[src/rtl/serial_rx_align.sv]
// Serial-to-parallel lane receiver: hunts for COM, locks after LOCK_COMS aligned COMs, then strobes data bytes.
// Latency: a byte is presented right after the edge that samples its LSB; no backpressure (free-running one-cycle strobe).
module serial_rx_align #(
    parameter logic [7:0]  COM       = 8'hBC,
    parameter logic [7:0]  IDL       = 8'h7C,
    parameter int unsigned LOCK_COMS = 4
) (
    input  logic       clk_32f,
    input  logic       reset,
    input  logic       serial_in,
    output logic [7:0] data_out,
    output logic       valid_out,
    output logic       active_out,
    output logic [3:0] com_cnt
);

    typedef enum logic [1:0] {SEARCH, ALIGN, LOCKED} state_t;

    localparam logic [3:0] LOCK_N = 4'(LOCK_COMS);

    state_t     r_state;
    logic [7:0] r_sr;
    logic [2:0] r_bit_cnt;
    logic [7:0] r_data;
    logic       r_valid;
    logic       r_active;
    logic [3:0] r_com_cnt;

    logic [7:0] w_sr_nxt;
    logic       w_boundary;
    logic [3:0] w_cnt_inc;

    assign w_sr_nxt   = {r_sr[6:0], serial_in};
    assign w_boundary = (r_bit_cnt == 3'd7);
    assign w_cnt_inc  = r_com_cnt + 4'd1;

    always_ff @(posedge clk_32f) begin
        if (reset) begin
            r_state   <= SEARCH;
            r_sr      <= 8'h00;
            r_bit_cnt <= 3'd0;
            r_data    <= 8'h00;
            r_valid   <= 1'b0;
            r_active  <= 1'b0;
            r_com_cnt <= 4'd0;
        end else begin
            r_sr      <= w_sr_nxt;
            r_bit_cnt <= r_bit_cnt + 3'd1;
            r_valid   <= 1'b0;
            case (r_state)
                SEARCH: begin
                    // Any bit phase may start a candidate; the boundary restarts here.
                    if (w_sr_nxt == COM) begin
                        r_bit_cnt <= 3'd0;
                        r_com_cnt <= 4'd1;
                        if (LOCK_N == 4'd1) begin
                            r_state  <= LOCKED;
                            r_active <= 1'b1;
                        end else begin
                            r_state <= ALIGN;
                        end
                    end
                end
                ALIGN: begin
                    if (w_boundary) begin
                        if (w_sr_nxt == COM) begin
                            r_com_cnt <= w_cnt_inc;
                            if (w_cnt_inc == LOCK_N) begin
                                r_state  <= LOCKED;
                                r_active <= 1'b1;
                            end
                        end else begin
                            r_com_cnt <= 4'd0;
                            r_state   <= SEARCH;
                        end
                    end
                end
                LOCKED: begin
                    if (w_boundary && (w_sr_nxt != COM) && (w_sr_nxt != IDL)) begin
                        r_data  <= w_sr_nxt;
                        r_valid <= 1'b1;
                    end
                end
                default: r_state <= SEARCH;
            endcase
        end
    end

    assign data_out   = r_data;
    assign valid_out  = r_valid;
    assign active_out = r_active;
    assign com_cnt    = r_com_cnt;

endmodule

[config.mk]
export PLATFORM = sky130hd
export DESIGN_NAME = serial_rx_align
export DESIGN_NICKNAME = d
export VERILOG_FILES = /design/src/rtl/serial_rx_align.sv
export SDC_FILE = /design/constraint.sdc
export NUM_CORES = 1
export LEC_CHECK = 0
export CAP_MARGIN = 20
export CORE_MARGIN = 5
export CORE_UTILIZATION = 50
export DETAILED_ROUTE_END_ITERATION = 6
export DONT_BUFFER_PORTS = 1
export GPL_TIMING_DRIVEN = 0
export PLACE_DENSITY = 0.73
export SLEW_MARGIN = 20
export SYNTH_ARGS = -nofsm -noshare
export SYNTH_HDL_FRONTEND = slang
export SYNTH_SLANG_ARGS = --single-unit
[constraint.sdc]
create_clock -name clk_32f -period 4 [get_ports clk_32f]
set_input_delay 0 -clock clk_32f [delete_from_list [all_inputs] [get_ports clk_32f]]
set_output_delay 0 -clock clk_32f [all_outputs]
set_load 0.02 [all_outputs]
# After elaboration in Yosys (flattened, before gate mapping)
# Index checks and enable logic that the tools add are counted.
# word_totals
regBits	26
latchBits	0
ramBits	0
mem_bits_ro	0
inputBits	3
memories	0
# op_classes
add_sub_neg	2
n_mul	0
div_mod_pow	0
n_lt_le_gt_ge	0
n_eq_ne	10
shift	0
n_mux	12
n_bitwise	1
n_reduce_logical	9
# ops
op	n
$mux W4	3
$eq A8 B8 Y1 const B	1
$mux W2	4
$ne A8 B7 Y1 const B	1
$ne A8 B8 Y1 const B	1
$pmux W4 S2	1
$reduce_and A4 Y1	2
$mux W3	2
$pmux W2 S3	1
$add A4 B1 Y4 const B	1
$eq A4 B3 Y1 const B	1
$ne A2 B2 Y1 const B	2
$add A3 B1 Y3 const B	1
$eq A3 B3 Y1 const B	1
$ne A3 B3 Y1 const B	1
$reduce_and A3 Y1	1
$eq A2 B1 Y1 const B	1
$eq A2 B2 Y1 const B	1
$logic_and A1 B1 Y1	2
$logic_not A2 Y1	1
$reduce_and A2 Y1	1
$reduce_bool A2 Y1	1
$reduce_or A2 Y1	1
$mux W1	1
$not A1 Y1	1

# Logic depth before layout (Yosys ltp)
# depth
ltp_word	6
depth_mapped	6
depth_no_buf	6

# Least setup slack after synthesis
# OpenSTA, ideal clock, no wires.
# synth_timing
kind	register to register
from	register r_bit_cnt[0]
to	register r_data[0] (netlist: data_out[0])
setup_time_ns	0.128
t_arrival_ns	1.470
slack_ns	2.402
path_stages_with_launch	7
period_less_slack_ns	1.598
cell_sequence	dfxtp_1 ha_1 ha_1 nand3b_1 a41oi_2 mux2i_1 nor2_1
# synth_via
elab_chain_cells	4
# synth_rtl
element	line	source
start, declared	23	logic [2:0] r_bit_cnt;
start signal, assigned	48	r_bit_cnt <= r_bit_cnt + 3'd1;
$eq A3 B3 Y1	34	assign w_boundary = (r_bit_cnt == 3'd7);
$logic_and A1 B1 Y1 (2 in a row)	79	if (w_boundary && (w_sr_nxt != COM) && (w_sr_nxt != IDL)) begin
$reduce_and A2 Y1 (no source line)	-	
end signal, assigned	80	r_data <= w_sr_nxt;
end, declared	24	logic [7:0] r_data;
# No other way between the ends.
# A chain may end at the register's enable or synchronous reset.

# Worst setup path in the final report
# layout_timing
from	register r_bit_cnt[0]
to	register r_data[3] (netlist: data_out[3])
# The elaborated chain is that of the path after synthesis.

==> reports/results.txt <==
Setup-failing EPs final -> 0
DR pass1 iterations -> 5
Fillers -> 183
Mapped Cells -> 104
Synth unique cells -> 31
YS warnings -> 0
Largest area contributor in the netlist -> dfxtp_1
Post-Syn Area -> 0.00105 sq mm
Routability cong. -> 0.851
Post-route setup slack -> 2.10 ns
WP data arrival -> 2.11 ns
Clk pin slew, worst setup/hold paths -> 0.14 ns
Total track usage -> 12.8%
Clk sinks -> 26
# diodes -> 0
Vias in the first global route -> 701
Area share of the largest cell type after synthesis -> 49.6%
Max frequency -> 526 MHz
WS Path Type -> flip-flop to flip-flop
Share of post-route cells with drive strength above 1 -> 8.18%
Final min period -> 1.90 ns
Post-synth ARST share -> 0%
Initial Utilization -> 52.9%
Final Hold Violating Endpoints -> 0
Post-CTS Setup Inserts -> 0
Syn_nets -> 111
Mapped Avg Cell Area -> 10.1 sq um
Seq/Total Area, Yosys -> 49.6%
DIE WIDTH -> 55.8 microns
DR WL/cell -> 13.9 microns
DR vias -> 761
Clock latency on the worst-skew pair -> 0.32 ns
Tcrit/Tclk final -> 47.6%
Run status -> finished, final reports clean
Layout Nets -> 118
Initial antenna violation count -> 0
Fin. max-slew vios -> 0
Grt ovf -> 0
CTS tree -> done
Post-DR vias/cell -> 5.55
Most frequent cells after synthesis -> dfxtp_1 (26), nor2_1 (13), nor2b_1 (9), mux2i_1 (6), inv_1 (5)
Final Cell Area -> 0.00115 sq mm
Clock root cell -> clkbuf_4
DIE HEIGHT -> 55.8 microns
Dominant cell by count in the synthesized netlist -> dfxtp_1
Pre-CTS setup slack -> 2.12 ns
Worst Skew -> 0.00356 ns
Largest net degree at the start of global routing -> 16
Hold WC Path Type -> input port to flip-flop
Seq cells post-synth -> 26
Core Area -> 0.00198 sq mm
I/O pin cnt -> 17
Power Dens Cells -> 394 mW/mm^2
Synthesis-to-finish area growth -> 10.1%
HPWL Detailed -> 1.34 mm
EDFF count, synth -> 0
Final core utilization -> 58.3%
Routed WL -> 1.91 mm
Cells after DPL -> 131
Slew @ Worst Pin -> 0.643 ns
CTS Buf Count -> 3
Relative slew slack -> 57.1%
RSZ-0062 raised after global routing -> false
DR iter-0 viols -> 22
Primary FF master, synth -> dfxtp_1
Routed Antenna Nets -> 0
Clock Tree Buf Depth -> 2
DRC errors left -> 0
CP Capture Type -> flip-flop
Max_cap viols -> 0
Resized cells post-CTS -> 0
CTS H-tree lvls -> 1
Finished Layout Cells -> 137
Pleak -> 0.420 nW
Critical path peak fanout -> 9
Synth top area cells -> dfxtp_1 (50%), mux2i_1 (5.7%), nor2b_1 (5.4%)
CP required -> 4.21 ns
I/O Buffers -> 0
VDD IR-drop max -> 0.000329 V
First-pass GRT wire length -> 3.22 mm
Final setup TNS -> 0 ns
FP Rows -> 16
Critical Path Start Type -> flip-flop
Area after DPL -> 0.00108 sq mm
Die Footprint -> 0.00311 sq mm
-- timing repair --
action                                 in CTS  in global routing
hold buffers                                2                  0
endpoints found under the hold margin      11                  0
setup endpoints to repair                   0                  0
-- sequential cells by signal, indices dropped and copies added (netlist names) --
| register | flops |
|---|---|
| r_state | 2 |
| valid_out | 1 |
| r_sr | 7 |
| data_out | 8 |
| r_bit_cnt | 3 |
| com_cnt | 4 |
| active_out | 1 |
-- critical path: stages (launching register included) --
cell and delay [ns]:
dfxtp_1 0.36, ha_1 0.15, ha_1 0.22, nand3b_1 0.16, a41oi_2 0.57, mux2i_1 0.26
nor2_1 0.06
-- layout by cell type, fill, tap and decap left out, drive strengths merged --
cell type | netlist | final
and4b | 1 | 1
and4bb | 1 | 1
inv | 5 | 5
nand3 | 1 | 1
a31oi | 4 | 4
and3 | 1 | 1
o21a | 2 | 2
o22ai | 2 | 2
and2 | 2 | 2
a211oi | 1 | 1
a21oi | 1 | 1
nor2b | 9 | 9
dlygate4sd3 | 0 | 2
and3b | 1 | 1
or4 | 2 | 2
nor2 | 13 | 13
nand2b | 3 | 3
dfxtp | 26 | 26
o32ai | 2 | 2
clkbuf | 2 | 5
nand3b | 3 | 3
bufinv | 0 | 1
mux2i | 6 | 6
xor2 | 2 | 2
a21boi | 1 | 1
a41oi | 1 | 1
nor3 | 3 | 3
ha | 4 | 4
o21ai | 1 | 1
nor4b | 1 | 1
nand2 | 3 | 3
-- cell families (layout without fill, tap and decap cells) --
family                   Yosys count  after routing  share of synthesized area, %
AND/OR/NAND/NOR                   44             44                          25.1
flip-flops                        26             26                          49.6
AO/OA/AOI/OAI                     15             15                          10.6
buffers and inverters              7             13                          2.51
multiplexers                       6              6                          5.73
adder cells (fa/ha/maj)            4              4                          4.77
XOR/XNOR                           2              2                          1.67
-- per-stage QoR --
step | total power, W | hold slack, ns
after floorplan | 0.000277 | 0.0716
after global placement | 0.000279 | 0.0724
after detailed placement | 0.000280 | 0.0745
after CTS | 0.000459 | 0.0465
after global routing | 0.000474 | 0.0585
final | 0.000454 | 0.0462
-- final timing paths --
check / start / endpoint / slack [ns] / cells past startpoint
max: r_bit_cnt[0]$_SDFF_PP0_ / data_out[3]$_SDFFE_PP0P_ / 2.10 / 6
min: reset / data_out[7]$_SDFFE_PP0P_ / 0.05 / 2
max reg2reg: r_bit_cnt[0]$_SDFF_PP0_ / data_out[3]$_SDFFE_PP0P_ / 2.10 / 6
min reg2reg: r_bit_cnt[0]$_SDFF_PP0_ / r_bit_cnt[0]$_SDFF_PP0_ / 0.44 / 1
-- metal layers --
metal / GRT usage [%] / vias to the layer above / share of wire (%)
met5: 0 / - / 0
met4: 5.21 / 0 / 0.68
met3: 3.71 / 2 / 6.7
met2: 20.3 / 23 / 48
met1: 16.3 / 357 / 45
li1: - / 379 / -
-- power by group --
group | leakage (nW) | internal, W | switching (W)
Combinational | 0.182 | 0.00000527 | 0.00000586
Sequential | 0.211 | 0.000263 | 0.00000209
Clock | 0.0279 | 0.000101 | 0.0000769
Total | 0.420 | 0.000370 | 0.0000849
-- cell type report --
class | instances | area [sq um] | share of cell area (%)
flip-flops and latches | 26 | 520 | 45.1
repair buffers | 2 | 20.0 | 1.73
plain buffers | 2 | 7.51 | 0.650
multi-input cells | 71 | 502 | 43.4
clock inverters | 1 | 30.0 | 2.60
well taps | 27 | 33.8 | 2.93
clock buffers | 3 | 22.5 | 1.95
inverters | 5 | 18.8 | 1.63
(Power assumes the default switching activity.)
